### src/rtl/mux2_rr_arbiter.sv
// mux2_rr_arbiter: round-robin owner of a shared 2:1 mux with hold limit.
//
// Ports:
//   clk, rst       rising-edge clock, async active-high reset
//   req0, req1     requests; a requester holds req high while it needs the mux
//   in0, in1       requester data (WIDTH bits)
//   gnt0, gnt1     grants, decoded from the state register
//   s              mux select (0 = in0, 1 = in1), registered
//   out, valid     registered mux output and its qualifier (lags grant by 1)
module mux2_rr_arbiter #(
    parameter int WIDTH    = 1,
    parameter int MAX_HOLD = 4
) (
    input  logic             clk,
    input  logic             rst,
    input  logic             req0,
    input  logic             req1,
    input  logic [WIDTH-1:0] in0,
    input  logic [WIDTH-1:0] in1,
    output logic             gnt0,
    output logic             gnt1,
    output logic             s,
    output logic [WIDTH-1:0] out,
    output logic             valid
);

    localparam int HW = $clog2(MAX_HOLD);

    typedef enum logic [1:0] {
        IDLE = 2'd0,
        G0   = 2'd1,
        G1   = 2'd2
    } state_t;

    state_t           r_state;
    state_t           w_next;
    logic             r_s;
    logic             r_last;
    logic [HW-1:0]    r_hold;
    logic [WIDTH-1:0] r_out;
    logic             r_valid;

    logic             w_hold_inc;
    logic             w_hold_max;
    logic             w_enter0;
    logic             w_enter1;

    assign w_hold_max = (r_hold == HW'(MAX_HOLD - 1));
    assign w_enter0   = (w_next == G0) && (r_state != G0);
    assign w_enter1   = (w_next == G1) && (r_state != G1);

    // State register
    always_ff @(posedge clk or posedge rst) begin
        if (rst) begin
            r_state <= IDLE;
        end else begin
            r_state <= w_next;
        end
    end

    // Next-state logic; hold counting only runs while the other side waits
    always_comb begin
        w_next     = r_state;
        w_hold_inc = 1'b0;
        unique case (r_state)
            IDLE: begin
                if (req0 && req1) begin
                    w_next = r_last ? G0 : G1;
                end else if (req0) begin
                    w_next = G0;
                end else if (req1) begin
                    w_next = G1;
                end
            end
            G0: begin
                if (!req0) begin
                    w_next = req1 ? G1 : IDLE;
                end else if (req1) begin
                    if (w_hold_max) w_next = G1;
                    else            w_hold_inc = 1'b1;
                end
            end
            G1: begin
                if (!req1) begin
                    w_next = req0 ? G0 : IDLE;
                end else if (req0) begin
                    if (w_hold_max) w_next = G0;
                    else            w_hold_inc = 1'b1;
                end
            end
            default: w_next = IDLE;
        endcase
    end

    // Select, fairness memory, hold counter and datapath
    always_ff @(posedge clk or posedge rst) begin
        if (rst) begin
            r_s     <= 1'b0;
            r_last  <= 1'b1;
            r_hold  <= '0;
            r_out   <= '0;
            r_valid <= 1'b0;
        end else begin
            r_valid <= (r_state != IDLE);
            if (r_state != IDLE) begin
                r_out <= r_s ? in1 : in0;
            end
            if (w_enter0) begin
                r_s    <= 1'b0;
                r_last <= 1'b0;
                r_hold <= '0;
            end else if (w_enter1) begin
                r_s    <= 1'b1;
                r_last <= 1'b1;
                r_hold <= '0;
            end else if (w_hold_inc) begin
                r_hold <= r_hold + 1'b1;
            end else begin
                r_hold <= '0;
            end
        end
    end

    // Output decode
    always_comb begin
        gnt0  = (r_state == G0);
        gnt1  = (r_state == G1);
        s     = r_s;
        out   = r_out;
        valid = r_valid;
    end

endmodule

### config.mk
export PLATFORM = sky130hd
export DESIGN_NAME = mux2_rr_arbiter
export DESIGN_NICKNAME = d
export VERILOG_FILES = /design/src/rtl/mux2_rr_arbiter.sv
export SDC_FILE = /design/constraint.sdc
export NUM_CORES = 1
export LEC_CHECK = 0
export CORE_MARGIN = 1.5
export CORE_UTILIZATION = 40
export DETAILED_ROUTE_END_ITERATION = 7
export PLACE_DENSITY_LB_ADDON = 0.25
export RECOVER_POWER = 25
export SLEW_MARGIN = 5
export SYNTH_ARGS = -nofsm -noshare
export SYNTH_HDL_FRONTEND = slang
export SYNTH_SLANG_ARGS = --single-unit
### constraint.sdc
create_clock -name clk -period 4.5 [get_ports clk]
set_input_delay 1.125 -clock clk [delete_from_list [all_inputs] [get_ports clk]]
set_output_delay 1.125 -clock clk [all_outputs]
set_load 0.01 [all_outputs]
==> Word level (Yosys, flattened, before mapping) <==
Cells that the tools add are included.
{ "word_totals": {"reg_bits": 8, "latchBits": 0, "ramBits": 0, "romBits": 0, "inputBits": 6, "output_inout_bits": 5, "elab_cells": 45, "mem_count": 0} }
{ "op_classes": {"n_addsub": 1, "multipliers": 0, "div_mod_pow": 0, "magnitude_cmp": 0, "n_eq_ne": 7, "shifts": 0, "n_mux": 25, "bitwise": 0, "n_reduce_logical": 6} }
{ "ops": {"columns": ["cell", "n"], "rows": [
  ["2-bit 2-to-1 mux", 14],
  ["1-bit 2-to-1 mux", 9],
  ["2-bit equality test (second input constant)", 3],
  ["2-bit case mux with 3 select lines", 1],
  ["2-bit by 1-bit equality test with 1-bit output (second input constant)", 2],
  ["2-bit nonzero test", 2],
  ["1-bit logical AND", 3],
  ["2-bit by 1-bit adder with 2-bit output (second input constant)", 1],
  ["2-bit logical NOT", 1],
  ["2-bit by 1-bit != test with 1-bit output (second input constant)", 1],
  ["2-bit != test (second input constant)", 1],
  ["1-bit case mux with 2 select lines", 1]
]} }

==> Depth between registers and ports, before layout <==
Gate-level depths: netlist (run 1).
{ "logic_depth": {"word_depth": 9, "mapped_depth": 7, "ltp_nobuf": 7} }

==> Worst setup path before layout (run 1) <==
No wires, ideal clock.
{ "synth_timing": {"kind": "in2reg", "from": "in req1", "to": "reg r_hold[1]", "setup_time_ns": 0.138, "t_arrival_ns": 2.103, "required_time_ns": 4.362, "path_slack_ns": 2.259, "stages": 5, "n_path_buf": 0, "cell_sequence": "o21bai_1 -> a21boi_0 -> inv_1 -> a2111oi_4 -> nor4b_2"} }
{ "synth_via": {"elab_chain_len": 8, "elab_cells_between_ends": 20, "classes_between": "eq/ne: 2; mux: 15; reduce/logical: 3"} }
{ "synth_rtl": {"columns": ["item", "line_no", "text"], "rows": [
  ["from (decl)", "17", "input logic req1,"],
  ["2-bit 2-to-1 mux", "71", "end else if (req1) begin"],
  ["2-bit 2-to-1 mux", "69", "end else if (req0) begin"],
  ["2-bit 2-to-1 mux", "67", "if (req0 && req1) begin"],
  ["2-bit case mux with 3 select lines", "65", "unique case (r_state)"],
  ["2-bit equality test", "50", "assign w_enter1 = (w_next == G1) && (r_state != G1);"],
  ["1-bit logical AND", "50", null],
  ["2-bit 2-to-1 mux", "112", "end else if (w_enter1) begin"],
  ["2-bit 2-to-1 mux *", "108", "if (w_enter0) begin"],
  ["to (signal assigned)", "117", "r_hold <= r_hold + 1'b1;"],
  ["to (decl)", "39", "logic [HW-1:0] r_hold;"]
]} }
Mark *: on every way between the ends. The rest lies on a longest branch, timed or not.
A chain may end at the register's enable or synchronous reset.

==> Worst setup path in the final report (run 1) <==
{ "layout_timing": {"from": "reg r_state[1]", "to": "out gnt0"} }
{ "layout_via": {"elab_chain_len": 1} }
{ "layout_rtl": {"columns": ["item", "line_no", "text"], "rows": [
  ["from (decl)", "35", "state_t r_state;"],
  ["from (signal assigned)", "57", "r_state <= w_next;"],
  ["2-bit by 1-bit equality test with 1-bit output", "126", "gnt0 = (r_state == G0);"],
  ["to (decl)", "20", "output logic gnt0,"]
]} }
No other way between the ends.

==> results.sh, run 1 <==
export IMPL_die_height_um=39.5
export IMPL_hpwl_um=789
export IMPL_clkSlewWorstSetupHoldPaths_ns=0.05
export IMPL_root_buffer="clkbuf_4"
export IMPL_post_cts_buffers=0
export IMPL_synthMostInstantiatedCell="inv_1"
export IMPL_ys_top_cells_by_count="inv_1, dfrtp_1, ha_1"
export IMPL_powerDensity_mw_per_mm2=620
export IMPL_place_gp_congestion=0.812
export IMPL_ys_seq_area_share_pct=37.7
export IMPL_synth_edff_count=0
export IMPL_tightestPinTransition_ns=0.401
export IMPL_max_freq_ghz=0.353
export IMPL_endpoint_kind="primary output"
export IMPL_crit_required_ns=3.38
export IMPL_cp_top_family="buffers and inverters"
export IMPL_worstSetupPathType="register to primary output"
export IMPL_drv_slew=0
export IMPL_die_area_mm2=0.00156
export IMPL_area_delta_synth_final_pct=26.9
export IMPL_rows=12
export IMPL_ys_warn_count=0
export IMPL_cts_hold_buf=0
export IMPL_cts_buffers=3
export IMPL_cp_arrival_ns=1.71
export IMPL_drc=0
export IMPL_nets=80
export IMPL_die_x_um=39.5
export IMPL_synth_area_leaders="dfrtp_1, ha_1, inv_1"
export IMPL_hold_class="register to register"
export IMPL_synth_seq_cells=8
export IMPL_cts_sinks=8
export IMPL_p_leak_nw=0.309
export IMPL_routed_via_density=5.17
export IMPL_initial_core_util_pct=45.6
export IMPL_start_kind="register"
export IMPL_io_buffers=10
export IMPL_synthArstFlopShare_pct=100
export IMPL_drt_wl_total_um=980
export IMPL_antenna_found_initial=0
export IMPL_synth_nets=65
export IMPL_crit_chain="inv_1 -> ha_1 -> clkdlybuf4s50_1"
export IMPL_hold_violations=0
export IMPL_fin_tns_setup_ns=0
export IMPL_wl_per_cell_um=12.0
export IMPL_syn_instance_count=54
export IMPL_cp_max_fo=6
export IMPL_rsz0062_at_grt="no"
export IMPL_cts_resized=0
export IMPL_final_setup_viol_count=0
export IMPL_dr_pass1_iters=4
export IMPL_first_iter_violations=9
export IMPL_num_antenna_cells=0
export IMPL_clock_latency_ns=0.25
export IMPL_grt_pass1_vias=405
export IMPL_vias=424
export IMPL_worst_clock_skew_ns=0.00350
export IMPL_period_minus_slack_ns=2.83
export IMPL_yosysTopAreaCellShare_pct=32.8
export IMPL_drtAntennaViolNets=0
export IMPL_grt_ovfl_total=0
export IMPL_critPathBufInv=2
export IMPL_yosys_area_top_type="dfrtp_1"
export IMPL_run_status="complete, no violations"
export IMPL_cts_max_level=1
export IMPL_slowest_stage="clkdlybuf4s50_1"
export IMPL_synth_area_um2=534
export IMPL_cts_buffer_depth=2
export IMPL_grt_max_degree=9
export IMPL_drive_gt1_share_pct=10.3
export IMPL_ir_worst_vdd_v=0.000354
export IMPL_cts_tree="done"
export IMPL_yosysUniqueCellTypes=26
export IMPL_maxCapViolCount=0
export IMPL_synth_ff_type="dfrtp_1"
export IMPL_core_mm2=0.00117
export IMPL_cpPeakStageDelay_ns=0.59
export IMPL_post_place_ws_ns=1.55
export IMPL_slew_headroom_pct=73.3
export IMPL_fin_crit_sh_pct=62.9
export IMPL_hold_ws_ns=0.467
export IMPL_grt_usage_pct=17.6
export IMPL_io_pin_count=11
export IMPL_worst_slack_ns=1.67
export IMPL_grt_pass1_wl_mm=1.80
export IMPL_synth_area_per_cell_um2=9.89
## logic make-up after synthesis
group                      after synthesis  share of synthesized area [%]
and+or+nand+nor                         16                           19.2
muxes                                    1                           1.87
DFF                                      8                           37.7
adders and majority gates                5                           11.7
AOI/OAI and AO/OA                       16                           23.9
buffers and inverters                    8                           5.62
## metrics by stage
| stage | utilization [%] | std cells | area (µm²) | total power (W) |
|---|---|---|---|---|
| after global routing | 57.9 | 82 | 678 | 0.000463 |
| after CTS | 57.9 | 82 | 678 | 0.000426 |
| after global placement | 55.7 | 78 | 652 | 0.000362 |
| after detailed placement | 55.7 | 78 | 652 | 0.000366 |
| final | 57.9 | 82 | 678 | 0.000421 |
| after floorplan | - | 54 | 534 | 0.000285 |
## power breakdown
group          internal, W  switching [W]  leakage (nW)   total, W
logic             0.000115       0.000123         0.195   0.000238
clock network    0.0000339      0.0000235        0.0150  0.0000573
registers         0.000105      0.0000211        0.0991   0.000126
total             0.000253       0.000168         0.309   0.000421
## routing by layer
layer	vias to the layer above	track usage [%]	part of all wire, %	wire length [µm]
li1	216	-	-	-
met1	199	23.4	51	495
met2	9	25.8	47	456
met3	0	6.82	3.0	29
met4	0	5.17	0	0
met5	-	0	0	0
## state kept, by name, summed over array words and instances, names as in the netlist
name and count:
valid 1, r_last 1, r_state 2, r_hold 2, out 1, s 1
## area by class of cell
cell class	instances	area, µm²
inverters	8	30.0
multi-input cells	38	303
fillers	102	493
flip-flops and latches	8	201
well taps	14	17.5
repair buffers	10	100
clock buffers	4	26.3
## cell usage in the layout, fill, tap and decap left out, types with 2 or more instances in the layout
master and instances:
a21boi_0 2, a21oi_1 2, a22oi_1 2, clkbuf_4 3
clkdlybuf4s50_1 9, dfrtp_1 7, ha_1 5, inv_1 8
nand2_1 4, nor2_1 2, nor2b_1 2, o21ai_0 2
o21ai_1 3
## worst paths after layout
| path | start | endpoint | slack (ns) | cells after the start |
|---|---|---|---|---|
| max reg2reg | r_state[1] | s | 2.40 | 7 |
| min | r_hold[0] | r_hold[0] | 0.47 | 1 |
| max in group asynchronous | rst | r_last | 2.98 | 2 |
| min reg2reg | r_hold[0] | r_hold[0] | 0.47 | 1 |
| max | r_state[1] | gnt0 | 1.67 | 3 |
| min in group asynchronous | rst | r_hold[1] | 1.24 | 2 |
No activity file was read; power rests on OpenSTA's default activity.
==> run 2: changes to the inputs <==
==> constraint.sdc (replaced) <==
create_clock -name clk -period 2.6 [get_ports clk]
set_input_delay 0.65 -clock clk [delete_from_list [all_inputs] [get_ports clk]]
set_output_delay 0.65 -clock clk [all_outputs]
set_load 0.01 [all_outputs]
==> results of run 2 <==
Same layout as run 1 (identical final DEF). Status: complete, no violations.
Among the figures that moved: setup slack after placement 1.55 ns -> 0.130 ns; setup slack after layout 1.67 ns -> 0.243 ns; register-to-register setup slack 2.40 ns -> 0.50 ns; total power 0.000421 W -> 0.000728 W; worst IR drop on VDD 0.000354 V -> 0.000613 V
